## src/rtl/multi_cycle_ctrl_if.sv

```systemverilog
// Handshake and control bundle between the multi-cycle CPU datapath and its
// main control FSM. The controller connects through the slave modport; the
// datapath (or a bench standing in for it) uses the master modport.
interface multi_cycle_ctrl_if;
    logic [5:0] opcode_i;
    logic       zero_i;
    logic       mem_ready_i;
    logic       mem_read_o;
    logic       mem_write_o;
    logic       iord_o;
    logic       ir_write_o;
    logic       pc_write_o;
    logic       pc_write_cond_o;
    logic [1:0] pc_src_o;
    logic       alu_src_a_o;
    logic [1:0] alu_src_b_o;
    logic [2:0] alu_op_o;
    logic       reg_write_o;
    logic       reg_dst_o;
    logic       mem_to_reg_o;
    logic       illegal_o;
    logic       bus_err_o;
    logic [3:0] state_o;

    modport master (
        output opcode_i, zero_i, mem_ready_i,
        input  mem_read_o, mem_write_o, iord_o, ir_write_o, pc_write_o,
               pc_write_cond_o, pc_src_o, alu_src_a_o, alu_src_b_o, alu_op_o,
               reg_write_o, reg_dst_o, mem_to_reg_o, illegal_o, bus_err_o, state_o
    );

    modport slave (
        input  opcode_i, zero_i, mem_ready_i,
        output mem_read_o, mem_write_o, iord_o, ir_write_o, pc_write_o,
               pc_write_cond_o, pc_src_o, alu_src_a_o, alu_src_b_o, alu_op_o,
               reg_write_o, reg_dst_o, mem_to_reg_o, illegal_o, bus_err_o, state_o
    );
endinterface

```

## src/rtl/multi_cycle_ctrl.sv

```systemverilog
// Main control FSM of the multi-cycle CPU. Steps one shared ALU and one
// shared memory port through fetch/decode/execute/mem/writeback, stalls on
// the memory ready handshake and aborts a memory access that hangs longer
// than TIMEOUT wait cycles (TIMEOUT = 0 waits forever).
module multi_cycle_ctrl #(
    parameter int TIMEOUT = 15,
    parameter int CNT_W   = 4
) (
    input  logic                clk_i,
    input  logic                rst_i,
    multi_cycle_ctrl_if.slave   bus
);

    typedef enum logic [3:0] {
        S_IF   = 4'd0,
        S_ID   = 4'd1,
        S_MADR = 4'd2,
        S_MRD  = 4'd3,
        S_MWB  = 4'd4,
        S_MWR  = 4'd5,
        S_EXR  = 4'd6,
        S_WBR  = 4'd7,
        S_EXI  = 4'd8,
        S_WBI  = 4'd9,
        S_BR   = 4'd10,
        S_JMP  = 4'd11
    } state_t;

    localparam logic [5:0] OP_RTYPE = 6'b000000;
    localparam logic [5:0] OP_ADDI  = 6'b001000;
    localparam logic [5:0] OP_SLTI  = 6'b001010;
    localparam logic [5:0] OP_LW    = 6'b100011;
    localparam logic [5:0] OP_SW    = 6'b101011;
    localparam logic [5:0] OP_BEQ   = 6'b000100;
    localparam logic [5:0] OP_J     = 6'b000010;

    localparam logic [CNT_W-1:0] CNT_LIMIT = CNT_W'(TIMEOUT);
    localparam logic [CNT_W-1:0] CNT_MAX   = '1;

    state_t           state;
    state_t           state_next;
    logic [CNT_W-1:0] cnt;
    logic [CNT_W-1:0] cnt_next;
    logic             slti;      // EXI selects slti vs addi from what ID saw
    logic             slti_next;
    logic             mem_wait;
    logic             timeout;
    logic             illegal;

    // State, wait counter and the decoded slti flag
    always_ff @(posedge clk_i or negedge rst_i) begin
        if (!rst_i) begin
            state <= S_IF;
            cnt   <= '0;
            slti  <= 1'b0;
        end else begin
            state <= state_next;
            cnt   <= cnt_next;
            slti  <= slti_next;
        end
    end

    // Next state, illegal-opcode detect, timeout detect and wait counter update
    always_comb begin
        state_next = state;
        slti_next  = slti;
        illegal    = 1'b0;
        mem_wait   = (state == S_IF) || (state == S_MRD) || (state == S_MWR);
        timeout    = mem_wait && (TIMEOUT != 0) && (cnt == CNT_LIMIT) && !bus.mem_ready_i;
        case (state)
            S_IF: begin
                if (bus.mem_ready_i) state_next = S_ID;
            end
            S_ID: begin
                slti_next = (bus.opcode_i == OP_SLTI);
                case (bus.opcode_i)
                    OP_RTYPE:        state_next = S_EXR;
                    OP_ADDI, OP_SLTI: state_next = S_EXI;
                    OP_LW, OP_SW:    state_next = S_MADR;
                    OP_BEQ:          state_next = S_BR;
                    OP_J:            state_next = S_JMP;
                    default: begin
                        state_next = S_IF;
                        illegal    = 1'b1;
                    end
                endcase
            end
            S_MADR: begin
                if (bus.opcode_i == OP_LW)      state_next = S_MRD;
                else if (bus.opcode_i == OP_SW) state_next = S_MWR;
                else                            state_next = S_IF;
            end
            S_MRD: begin
                if (bus.mem_ready_i) state_next = S_MWB;
                else if (timeout)    state_next = S_IF;
            end
            S_MWR: begin
                if (bus.mem_ready_i || timeout) state_next = S_IF;
            end
            S_EXR:   state_next = S_WBR;
            S_EXI:   state_next = S_WBI;
            default: state_next = S_IF;
        endcase
        // An abort in IF re-enters IF, so the counter must also clear on timeout
        if ((state_next != state) || timeout)
            cnt_next = '0;
        else if (mem_wait && !bus.mem_ready_i && (cnt != CNT_MAX))
            cnt_next = cnt + 1'b1;
        else
            cnt_next = cnt;
    end

    // Control outputs decoded from state; forced to idle values while in reset
    always_comb begin
        bus.mem_read_o      = 1'b0;
        bus.mem_write_o     = 1'b0;
        bus.iord_o          = 1'b0;
        bus.ir_write_o      = 1'b0;
        bus.pc_write_o      = 1'b0;
        bus.pc_write_cond_o = 1'b0;
        bus.pc_src_o        = 2'd0;
        bus.alu_src_a_o     = 1'b0;
        bus.alu_src_b_o     = 2'd0;
        bus.alu_op_o        = 3'b010;
        bus.reg_write_o     = 1'b0;
        bus.reg_dst_o       = 1'b0;
        bus.mem_to_reg_o    = 1'b0;
        bus.illegal_o       = 1'b0;
        bus.bus_err_o       = 1'b0;
        bus.state_o         = state;
        if (rst_i) begin
            bus.illegal_o = illegal;
            bus.bus_err_o = timeout;
            case (state)
                S_IF: begin
                    bus.mem_read_o  = 1'b1;
                    bus.alu_src_b_o = 2'd1;
                    bus.ir_write_o  = bus.mem_ready_i;
                    bus.pc_write_o  = bus.mem_ready_i;
                end
                S_ID: bus.alu_src_b_o = 2'd3;
                S_MADR: begin
                    bus.alu_src_a_o = 1'b1;
                    bus.alu_src_b_o = 2'd2;
                end
                S_MRD: begin
                    bus.mem_read_o = 1'b1;
                    bus.iord_o     = 1'b1;
                end
                S_MWB: begin
                    bus.reg_write_o  = 1'b1;
                    bus.mem_to_reg_o = 1'b1;
                end
                S_MWR: begin
                    // A write that is being aborted must not land
                    bus.mem_write_o = !timeout;
                    bus.iord_o      = 1'b1;
                end
                S_EXR: begin
                    bus.alu_src_a_o = 1'b1;
                    bus.alu_op_o    = 3'b100;
                end
                S_WBR: begin
                    bus.reg_write_o = 1'b1;
                    bus.reg_dst_o   = 1'b1;
                end
                S_EXI: begin
                    bus.alu_src_a_o = 1'b1;
                    bus.alu_src_b_o = 2'd2;
                    bus.alu_op_o    = slti ? 3'b001 : 3'b010;
                end
                S_WBI: bus.reg_write_o = 1'b1;
                S_BR: begin
                    bus.alu_src_a_o     = 1'b1;
                    bus.alu_op_o        = 3'b011;
                    bus.pc_write_cond_o = 1'b1;
                    bus.pc_src_o        = 2'd1;
                end
                S_JMP: begin
                    bus.pc_write_o = 1'b1;
                    bus.pc_src_o   = 2'd2;
                end
                default: ;
            endcase
        end
    end

endmodule

```

## src/flat_wrapper.sv

```systemverilog
// flat-port wrapper written by rule: the top's interface ports become plain ports
module multi_cycle_ctrl_flat 
#(
    parameter int TIMEOUT = 15,
    parameter int CNT_W   = 4
)
  (clk_i, rst_i, bus_opcode_i, bus_zero_i, bus_mem_ready_i, bus_mem_read_o, bus_mem_write_o, bus_iord_o, bus_ir_write_o, bus_pc_write_o, bus_pc_write_cond_o, bus_pc_src_o, bus_alu_src_a_o, bus_alu_src_b_o, bus_alu_op_o, bus_reg_write_o, bus_reg_dst_o, bus_mem_to_reg_o, bus_illegal_o, bus_bus_err_o, bus_state_o);
  multi_cycle_ctrl_if bus_i ();
  input  logic clk_i;
  input  logic rst_i;
  input wire logic [$bits(bus_i.opcode_i)-1:0] bus_opcode_i;
  input wire logic [$bits(bus_i.zero_i)-1:0] bus_zero_i;
  input wire logic [$bits(bus_i.mem_ready_i)-1:0] bus_mem_ready_i;
  output wire logic [$bits(bus_i.mem_read_o)-1:0] bus_mem_read_o;
  output wire logic [$bits(bus_i.mem_write_o)-1:0] bus_mem_write_o;
  output wire logic [$bits(bus_i.iord_o)-1:0] bus_iord_o;
  output wire logic [$bits(bus_i.ir_write_o)-1:0] bus_ir_write_o;
  output wire logic [$bits(bus_i.pc_write_o)-1:0] bus_pc_write_o;
  output wire logic [$bits(bus_i.pc_write_cond_o)-1:0] bus_pc_write_cond_o;
  output wire logic [$bits(bus_i.pc_src_o)-1:0] bus_pc_src_o;
  output wire logic [$bits(bus_i.alu_src_a_o)-1:0] bus_alu_src_a_o;
  output wire logic [$bits(bus_i.alu_src_b_o)-1:0] bus_alu_src_b_o;
  output wire logic [$bits(bus_i.alu_op_o)-1:0] bus_alu_op_o;
  output wire logic [$bits(bus_i.reg_write_o)-1:0] bus_reg_write_o;
  output wire logic [$bits(bus_i.reg_dst_o)-1:0] bus_reg_dst_o;
  output wire logic [$bits(bus_i.mem_to_reg_o)-1:0] bus_mem_to_reg_o;
  output wire logic [$bits(bus_i.illegal_o)-1:0] bus_illegal_o;
  output wire logic [$bits(bus_i.bus_err_o)-1:0] bus_bus_err_o;
  output wire logic [$bits(bus_i.state_o)-1:0] bus_state_o;
  assign bus_i.opcode_i = bus_opcode_i;
  assign bus_i.zero_i = bus_zero_i;
  assign bus_i.mem_ready_i = bus_mem_ready_i;
  assign bus_mem_read_o = bus_i.mem_read_o;
  assign bus_mem_write_o = bus_i.mem_write_o;
  assign bus_iord_o = bus_i.iord_o;
  assign bus_ir_write_o = bus_i.ir_write_o;
  assign bus_pc_write_o = bus_i.pc_write_o;
  assign bus_pc_write_cond_o = bus_i.pc_write_cond_o;
  assign bus_pc_src_o = bus_i.pc_src_o;
  assign bus_alu_src_a_o = bus_i.alu_src_a_o;
  assign bus_alu_src_b_o = bus_i.alu_src_b_o;
  assign bus_alu_op_o = bus_i.alu_op_o;
  assign bus_reg_write_o = bus_i.reg_write_o;
  assign bus_reg_dst_o = bus_i.reg_dst_o;
  assign bus_mem_to_reg_o = bus_i.mem_to_reg_o;
  assign bus_illegal_o = bus_i.illegal_o;
  assign bus_bus_err_o = bus_i.bus_err_o;
  assign bus_state_o = bus_i.state_o;
  multi_cycle_ctrl #(.TIMEOUT(TIMEOUT), .CNT_W(CNT_W)) u_core (.clk_i(clk_i), .rst_i(rst_i), .bus(bus_i));
endmodule
```

## config.mk

```make
export PLATFORM = sky130hd
export DESIGN_NAME = multi_cycle_ctrl_flat
export DESIGN_NICKNAME = d
export VERILOG_FILES = /design/src/rtl/multi_cycle_ctrl_if.sv /design/src/rtl/multi_cycle_ctrl.sv /design/src/flat_wrapper.sv
export SDC_FILE = /design/constraint.sdc
export NUM_CORES = 1
export LEC_CHECK = 0
export CAP_MARGIN = 10
export CORE_AREA = 10 10 52 58
export DETAILED_ROUTE_END_ITERATION = 10
export DIE_AREA = 0 0 62 68
export GPL_ROUTABILITY_DRIVEN = 0
export GPL_TIMING_DRIVEN = 0
export PLACE_DENSITY_LB_ADDON = 0.1
export RECOVER_POWER = 25
export SYNTH_ARGS = -nofsm -noshare
export SYNTH_HDL_FRONTEND = slang
export SYNTH_SLANG_ARGS = --single-unit
```

## constraint.sdc

```tcl
create_clock -name clk_i -period 1.8 [get_ports clk_i]
set_input_delay 0.18 -clock clk_i [delete_from_list [all_inputs] [get_ports clk_i]]
set_output_delay 0.18 -clock clk_i [all_outputs]
set_load 0.02 [all_outputs]
```

# Yosys cells after proc, flatten, opt, wreduce, memory -nomap -nowiden
# Cells that the tools add are included.
# W data, S select, Z words.
# op_classes
add_sub_neg,1
eq_ne,20
n_mux,41
reduce_logical,21
# ops
cell,n
$mux W4,7
$pmux W4 S7,1
$mux W1,23
$eq A4 B4 Y1 const B,5
$pmux W4 S5,1
$eq A4 B3 Y1 const B,4
$eq A6 B4 Y1 const B,2
$eq A6 B6 Y1 const B,2
$reduce_or A2 Y1,5
$pmux W3 S3,1
$eq A4 B2 Y1 const B,2
$reduce_or A7 Y1,1
$eq A6 B2 Y1 const B,1
$eq A6 B3 Y1 const B,1
$logic_not A6 Y1,1
$mux W2,3
$mux W3,2
$pmux W2 S3,1
$add A4 B1 Y4 const B,1
$eq A4 B1 Y1 const B,1
$logic_and A1 B1 Y1,4
$logic_not A4 Y1,1
$logic_or A1 B1 Y1,4
$ne A4 B4 Y1,1
other kinds (7),8
# word_totals
reg_bits,9
input_bits,10
output_inout_bits,23
elab_cells,86

# Depth between registers and ports, before layout
# Gate-level depths: netlist (run 1).
# logic_depth
word_depth,11
depth_mapped,6
depth_no_buf,4

# Worst setup path before layout (run 1)
# No wires, ideal clock.
# synth_timing
path_type,register to output
start,"reg u_core.state[1], in the netlist u_core.bus.state_o[1]"
end,out bus_alu_src_a_o
arrival_ps,2010
required_time_ps,1620
slack_ps,-390
stages_incl_launch_ff,5
cell_sequence,dfrtp_1 buf_2 buf_4 nor2_1 a2111oi_0
# synth_between
elab_chain_cells,4
# synth_lines
element,line_no,rtl
"start, declared",multi_cycle_ctrl.sv:40,state_t state;
"start signal, assigned",multi_cycle_ctrl.sv:57,state <= state_next;
$eq A4 B4 Y1 (tied with other cells),multi_cycle_ctrl.sv:134,case (state)
$reduce_or A4 Y1 (no line) (*),-,
$mux W1 (*),multi_cycle_ctrl.sv:134,
$mux W1 (*),multi_cycle_ctrl.sv:131,if (rst_i) begin
"end, declared",flat_wrapper.sv:21,output wire logic [$bits(bus_i.alu_src_a_o)-1:0] bus_alu_src_a_o;
# Mark *: on every way between the ends. The rest lies on a longest branch, timed or not.

# Worst setup path after layout (run 1)
# layout_timing
start,"reg u_core.state[0], in the netlist u_core.bus.state_o[0]"
end,out bus_bus_err_o
# layout_between
elab_chain_cells,6
# layout_lines
element,line_no,rtl
$eq A4 B2 Y1 or $logic_not A4 Y1 (tied branches),multi_cycle_ctrl.sv:68,mem_wait = (state == S_IF) || (state == S_MRD) || (state == S_MWR);
$logic_or A1 B1 Y1,multi_cycle_ctrl.sv:68,
$logic_or A1 B1 Y1 (*),multi_cycle_ctrl.sv:68,
$logic_and A1 B1 Y1 (*) (2 in a row),multi_cycle_ctrl.sv:69,timeout = mem_wait && (TIMEOUT != 0) && (cnt == CNT_LIMIT) && !bus.mem_ready_i;
$mux W1 (*),multi_cycle_ctrl.sv:131,
"end, declared",flat_wrapper.sv:28,output wire logic [$bits(bus_i.bus_err_o)-1:0] bus_bus_err_o;
# Marked as above.

==> impl_metrics.tcl, run 1 <==
set metrics [dict create \
    dpl_cell_area_um2 1210 \
    wl_per_cell_um 14.5 \
    required_ns 1.62 \
    synth.largest_area_cell "dfrtp_1" \
    synth_warnings 0 \
    end_kind "output pin" \
    vias_per_cell 5.27 \
    r2r-end "u_core.bus.state_o[2]$_DFF_PN0_" \
    clk_latency_ns 0.27 \
    core_area_um2 1940 \
    crit_arrival_ns 1.61 \
    setup_violations 0 \
    crit_start "u_core.bus.state_o[0]$_DFF_PN0_" \
    port_buffers 31 \
    first_pass_iters 4 \
    vias 944 \
    regToRegStartpoint "u_core.bus.state_o[2]$_DFF_PN0_" \
    ys_async_sr_fraction 1.00 \
    drt-initial-drc-count 18 \
    synth-edff-count 0 \
    clk_pin_slew_ns 0.06 \
    die-area_um2 4220 \
    mappedNetlistNets 123 \
    synth_ff_type "dfrtp_1" \
    synth_cell_type_count 37 \
    synth_commonest_cells "nor2_1, nor3_1, dfrtp_1, inv_1, nand2_1" \
    synthTopCellsByArea "dfrtp_1, nor2_1, nor3_1" \
    cts_tree "built" \
    grt_pass1_vias 940 \
    maxSlewViolCount 0 \
    cts_sinks 9 \
    power_density_nw_per_um2 569 \
    slew_headroom 0.696 \
    clockRootBuffer "clkbuf_4" \
    rsz0062_at_grt "true" \
    htreeDepth 1 \
    ir_drop_uv 510 \
    ff2ff_path_depth 4 \
    n_antenna_cell 0 \
    cts_buffer_depth 2 \
    crit_chain "buf_8, xor2_1, o21ai_1, and3b_2, and2_4, buf_6" \
    synth.most_common_cell "nor2_1" \
    finalCriticalPeriod_ns 1.79 \
    antenna_found_initial 0 \
    setup.worst_path.end "bus_bus_err_o" \
    p_leak_nw 0.537 \
    start_util 0.431 \
    wirelength_um 2600 \
    yosysTopAreaCellShare 0.270 \
    worstMarginPinSlew_ns 0.455 \
    avgSynthCellArea_um2 7.45 \
    syn-cell-area_um2 835 \
    grt_max_degree 18 \
    drive_gt1_frac 0.318 \
    grt_usage 0.126 \
    final_area_um2 1280 \
    r2r_setup_slack_ns 0.40 \
    dieWidth_um 62 \
    floorplan.rows 17 \
    io_pins 33 \
    cap_violations 0 \
    cp-start-kind "flop" \
    whs_ns 0.467 \
    cts_buffers 3 \
    grt_pass1_wl_um 3990 \
    synth-seq-cells 9 \
    hpwl_um 1960 \
    outcome "completed" \
    clock_skew_ns 0.00360 \
    syn_inst 112 \
    cp_max_fo 7 \
    critPathKind "flop to output pin" \
    cpMaxStageDelayCell "dfrtp_1" \
    min_path_type "flop to flop" \
    ant_nets 0 \
    slowest_delay_ns 0.40 \
    nets 163 \
    ys_seq_area_frac 0.270 \
    final_hold_viol_count 0 \
    max_freq_ghz 0.559 \
    drc_errors 0 \
    area_delta_synth_final_pct 53.7 \
    fp.dieH_um 68 \
    grt.overflow.total 0 \
    period_share 0.993 \
]
-- kinds of logic after synthesis --
family / synth area share
mux: 0.0120
simple gates: 0.388
xor+xnor: 0.0420
flops: 0.270
compound gates: 0.187
buf+inv: 0.0854
fa+ha+maj: 0.0150
-- worst min path at each step --
stage	endpoint	from	cells past startpoint	slack [ns]
final	u_core.cnt[0]$_DFFE_PN0P_	u_core.cnt[0]$_DFFE_PN0P_	1	0.47
after global routing	u_core.cnt[0]$_DFFE_PN0P_	u_core.cnt[0]$_DFFE_PN0P_	1	0.51
after CTS	u_core.bus.state_o[3]$_DFF_PN0_	rst_i	1	0.04
after detailed placement	u_core.cnt[0]$_DFFE_PN0P_	u_core.cnt[0]$_DFFE_PN0P_	1	0.46
after global placement	u_core.cnt[0]$_DFFE_PN0P_	u_core.cnt[0]$_DFFE_PN0P_	1	0.45
after floorplan	u_core.bus.state_o[0]$_DFF_PN0_	rst_i	0	-0.12
-- per-stage QoR --
stage	utilization	instances	TNS, ns	setup slack [ns]	power [mW]
3_3_place_gp	0.626	171	-9.50	-0.777	0.531
2_1_floorplan	-	112	0	0.0113	0.418
4_1_cts	0.654	176	-0.0523	-0.0370	0.721
5_1_grt	0.663	179	-0.164	-0.0709	0.777
6_report	0.663	179	0	0.0117	0.730
3_5_place_dp	0.626	171	-9.93	-0.813	0.535
-- flip-flops by register name (all words and copies together), names as in the netlist --
signal / flops
u_core.bus.state_o: 4
u_core.slti: 1
u_core.cnt: 4
-- placed cells by master, fill, tap and decap left out, types with 4 or more instances in the layout --
cell type and instances:
buf_4 10, nor2_1 17, clkdlybuf4s15_2 4, buf_2 7, nand2_1 7, inv_1 7
clkdlybuf4s50_1 11, a21oi_1 4, dfrtp_1 8, nor3_1 9
-- power by group --
part | internal (mW) | leakage (nW) | switching [mW]
Sequential | 0.219 | 0.121 | 0.0150
Clock | 0.0860 | 0.0150 | 0.0792
Combinational | 0.153 | 0.402 | 0.178
Total | 0.458 | 0.537 | 0.273
-- what timing repair did --
| action | CTS | global route |
|---|---|---|
| buffers inserted | 1 | 3 |
| pin swaps | 1 | 2 |
| resized for setup | 81 | 17 |
| hold buffers | 0 | 1 |
| endpoints found under the setup margin | 19 | 15 |
| hold endpoints to repair | 0 | 9 |
-- routing by layer --
| metal | wire, um | up-vias | GRT usage |
|---|---|---|---|
| li1 | - | 478 | - |
| met1 | 1110 | 430 | 0.130 |
| met2 | 1230 | 29 | 0.214 |
| met3 | 190 | 7 | 0.0333 |
| met4 | 72 | 0 | 0.0894 |
| met5 | 0 | - | 0 |
-- final cells by class --
type                    count  area (um2)
repair buffers             36         300
plain buffers               7        72.6
fillers                   168         653
flip-flops and latches      9         226
inverters                   7        26.3
clock buffers               4        26.3
well taps                  28        35.0
multi-input cells          88         596
-- worst max-delay path: cells and delay by family (launching register included) --
| family | cells | cell delay, ns |
|---|---|---|
| compound gates | 1 | 0.16 |
| xor+xnor | 1 | 0.15 |
| buf+inv | 2 | 0.25 |
| flops | 1 | 0.40 |
| simple gates | 2 | 0.37 |
Power figures use the tool's default switching activity.
==> run 2: changes to the inputs <==
--- a/config.mk
+++ b/config.mk
@@ -11,7 +11,7 @@
 export DIE_AREA = 0 0 62 68
 export GPL_ROUTABILITY_DRIVEN = 0
 export GPL_TIMING_DRIVEN = 0
-export PLACE_DENSITY_LB_ADDON = 0.1
+export PLACE_DENSITY_LB_ADDON = 0.05
 export RECOVER_POWER = 25
 export SYNTH_ARGS = -nofsm -noshare
 export SYNTH_HDL_FRONTEND = slang
==> impl_metrics.tcl, run 2 (same netlist as run 1, synthesis figures left out) <==
set metrics [dict create \
    wl_per_cell_um 14.8 \
    critPathKind "flop to output pin" \
    start_util 0.431 \
    vias_per_cell 5.23 \
    crit_arrival_ns 1.63 \
    grt.overflow.total 0 \
    clockRootBuffer "clkbuf_4" \
    grt_pass1_vias 915 \
    cpMaxStageDelayCell "dfrtp_2" \
    setup_violations 1 \
    outcome "finished, violations left" \
    final_hold_viol_count 0 \
    dpl_cell_area_um2 1210 \
    mostFrequentLayoutCells "nor2_1, buf_4, clkdlybuf4s50_1, nor3_1" \
    ff2ff_path_depth 4 \
    cap_violations 0 \
    dpl.cell_count 171 \
    grt_pass1_wl_um 4270 \
    r2r_setup_slack_ns 0.45 \
    layout_commonest_cell "nor2_1" \
    final_util 0.669 \
    cts_buffer_depth 2 \
    cp-start-kind "flop" \
    period_share 1.00 \
    slowest_delay_ns 0.48 \
    cp_max_fo 8 \
    power_density_nw_per_um2 553 \
    drt-initial-drc-count 24 \
    finalCriticalPeriod_ns 1.81 \
    rsz0062_at_grt "true" \
    setup_ws_ns -0.00552 \
    min_from "u_core.cnt[0]$_DFFE_PN0P_" \
    setup_tns_ns -0.00552 \
    violations "negative setup slack" \
    required_ns 1.62 \
    min_path_type "flop to flop" \
    core_area_um2 1940 \
    clock_skew_ns 0.00307 \
    fin_cells 181 \
    p_leak_nw 0.540 \
    ant_nets 0 \
    slew_headroom 0.681 \
    hold_depth 1 \
    hpwl_um 1960 \
    r2r-end "u_core.bus.state_o[2]$_DFF_PN0_" \
    grt_usage 0.130 \
    final_area_um2 1290 \
    first_pass_iters 4 \
    cts_buffers 3 \
    area_delta_synth_final_pct 55.2 \
    floorplan.rows 17 \
    cts_tree "built" \
    worstMarginPinSlew_ns 0.476 \
    clk_latency_ns 0.26 \
    dieWidth_um 62 \
    antenna_found_initial 0 \
    end_kind "output pin" \
    n_antenna_cell 0 \
    cts_sinks 9 \
    vias 946 \
    max_freq_ghz 0.554 \
    grt_max_degree 18 \
    wirelength_um 2680 \
    io_pins 33 \
    drc_errors 0 \
    crit_chain "xor2_1, o21ai_1, and3b_1, buf_4, nor3_4, buf_6" \
    clk_pin_slew_ns 0.07 \
    port_buffers 31 \
    nets 165 \
    fp.dieH_um 68 \
    regToRegStartpoint "u_core.cnt[0]$_DFFE_PN0P_" \
    maxSlewViolCount 0 \
    ir_drop_uv 380 \
    die-area_um2 4220 \
    htreeDepth 1 \
    worst_hold_path.endpoint "u_core.cnt[0]$_DFFE_PN0P_" \
    drive_gt1_frac 0.327 \
]
-- run 2: cell types whose count changed in the layout (fill, tap and decap cells not counted), moves of 2 or more --
cell / before / now
clkbuf_2: 3 / 5
buf_4: 10 / 12
nor3_2: 2 / 0
nor3_4: 1 / 3
buf_6: 3 / 5
buf_8: 2 / 0
-- run 2: worst max-delay path: cells and delay by family, from the launching register on --
family | cells | cell delay, ns
and+or+nand+nor | 2 | 0.34
buffers and inverters | 2 | 0.28
AOI/OAI and AO/OA | 1 | 0.09
xor gates and xnor gates | 1 | 0.18
DFF | 1 | 0.48
-- run 2: power by group --
part / leakage [nW] / total (mW) / internal [mW] / switching, mW
Sequential: 0.120 / 0.245 / 0.219 / 0.0259
Clock: 0.0150 / 0.159 / 0.0855 / 0.0737
Combinational: 0.406 / 0.312 / 0.140 / 0.172
Total: 0.540 / 0.716 / 0.445 / 0.271
-- run 2: final cells by class --
| type | instances | area, um2 |
|---|---|---|
| Clock buffer | 4 | 26.3 |
| Multi-Input combinational cell | 88 | 604 |
| Fill cell | 182 | 641 |
| Buffer | 6 | 57.6 |
| Timing Repair Buffer | 39 | 318 |
| Sequential cell | 9 | 228 |
| Tap cell | 28 | 35.0 |
| Inverter | 7 | 26.3 |
-- run 2: per-stage QoR --
step / hold slack [ns] / setup WS, ns / power, mW
finish: 0.465 / -0.00552 / 0.716
global route: 0.487 / -0.0790 / 0.776
CTS: 0.0633 / -0.150 / 0.696
detailed placement: 0.455 / -0.810 / 0.537
global placement: 0.450 / -0.786 / 0.532
floorplan: -0.116 / 0.0113 / 0.418
-- run 2: per-layer routing --
metal / share of wire / track usage
met5: 0 / 0
met4: 0.0037 / 0.0419
met3: 0.061 / 0.0278
met2: 0.52 / 0.236
met1: 0.42 / 0.144
-- run 2: how the worst max path moves through the flow --
stage | from | endpoint
2_1_floorplan | u_core.bus.state_o[2]$_DFF_PN0_ | bus_pc_write_o
3_3_place_gp | rst_i | bus_pc_write_o
6_report | u_core.bus.state_o[0]$_DFF_PN0_ | bus_mem_write_o
4_1_cts | rst_i | bus_pc_write_o
3_5_place_dp | rst_i | bus_pc_write_o
5_1_grt | u_core.bus.state_o[2]$_DFF_PN0_ | bus_mem_to_reg_o
-- run 2: what timing repair did --
item,CTS,global route
setup buffers,1,6
pin swaps,2,4
resized for setup,73,22
endpoints found under the setup margin,19,19
endpoints found under the hold margin,0,9
hold buffers,0,1
==> run 3: changes to the inputs <==
--- a/config.mk
+++ b/config.mk
@@ -7,6 +7,7 @@
 export LEC_CHECK = 0
 export CAP_MARGIN = 10
 export CORE_AREA = 10 10 52 58
+export CTS_CLUSTER_DIAMETER = 50
 export DETAILED_ROUTE_END_ITERATION = 10
 export DIE_AREA = 0 0 62 68
 export GPL_ROUTABILITY_DRIVEN = 0
==> results of run 3 <==
No change in the layout: final DEF, timing and power equal those of run 2.
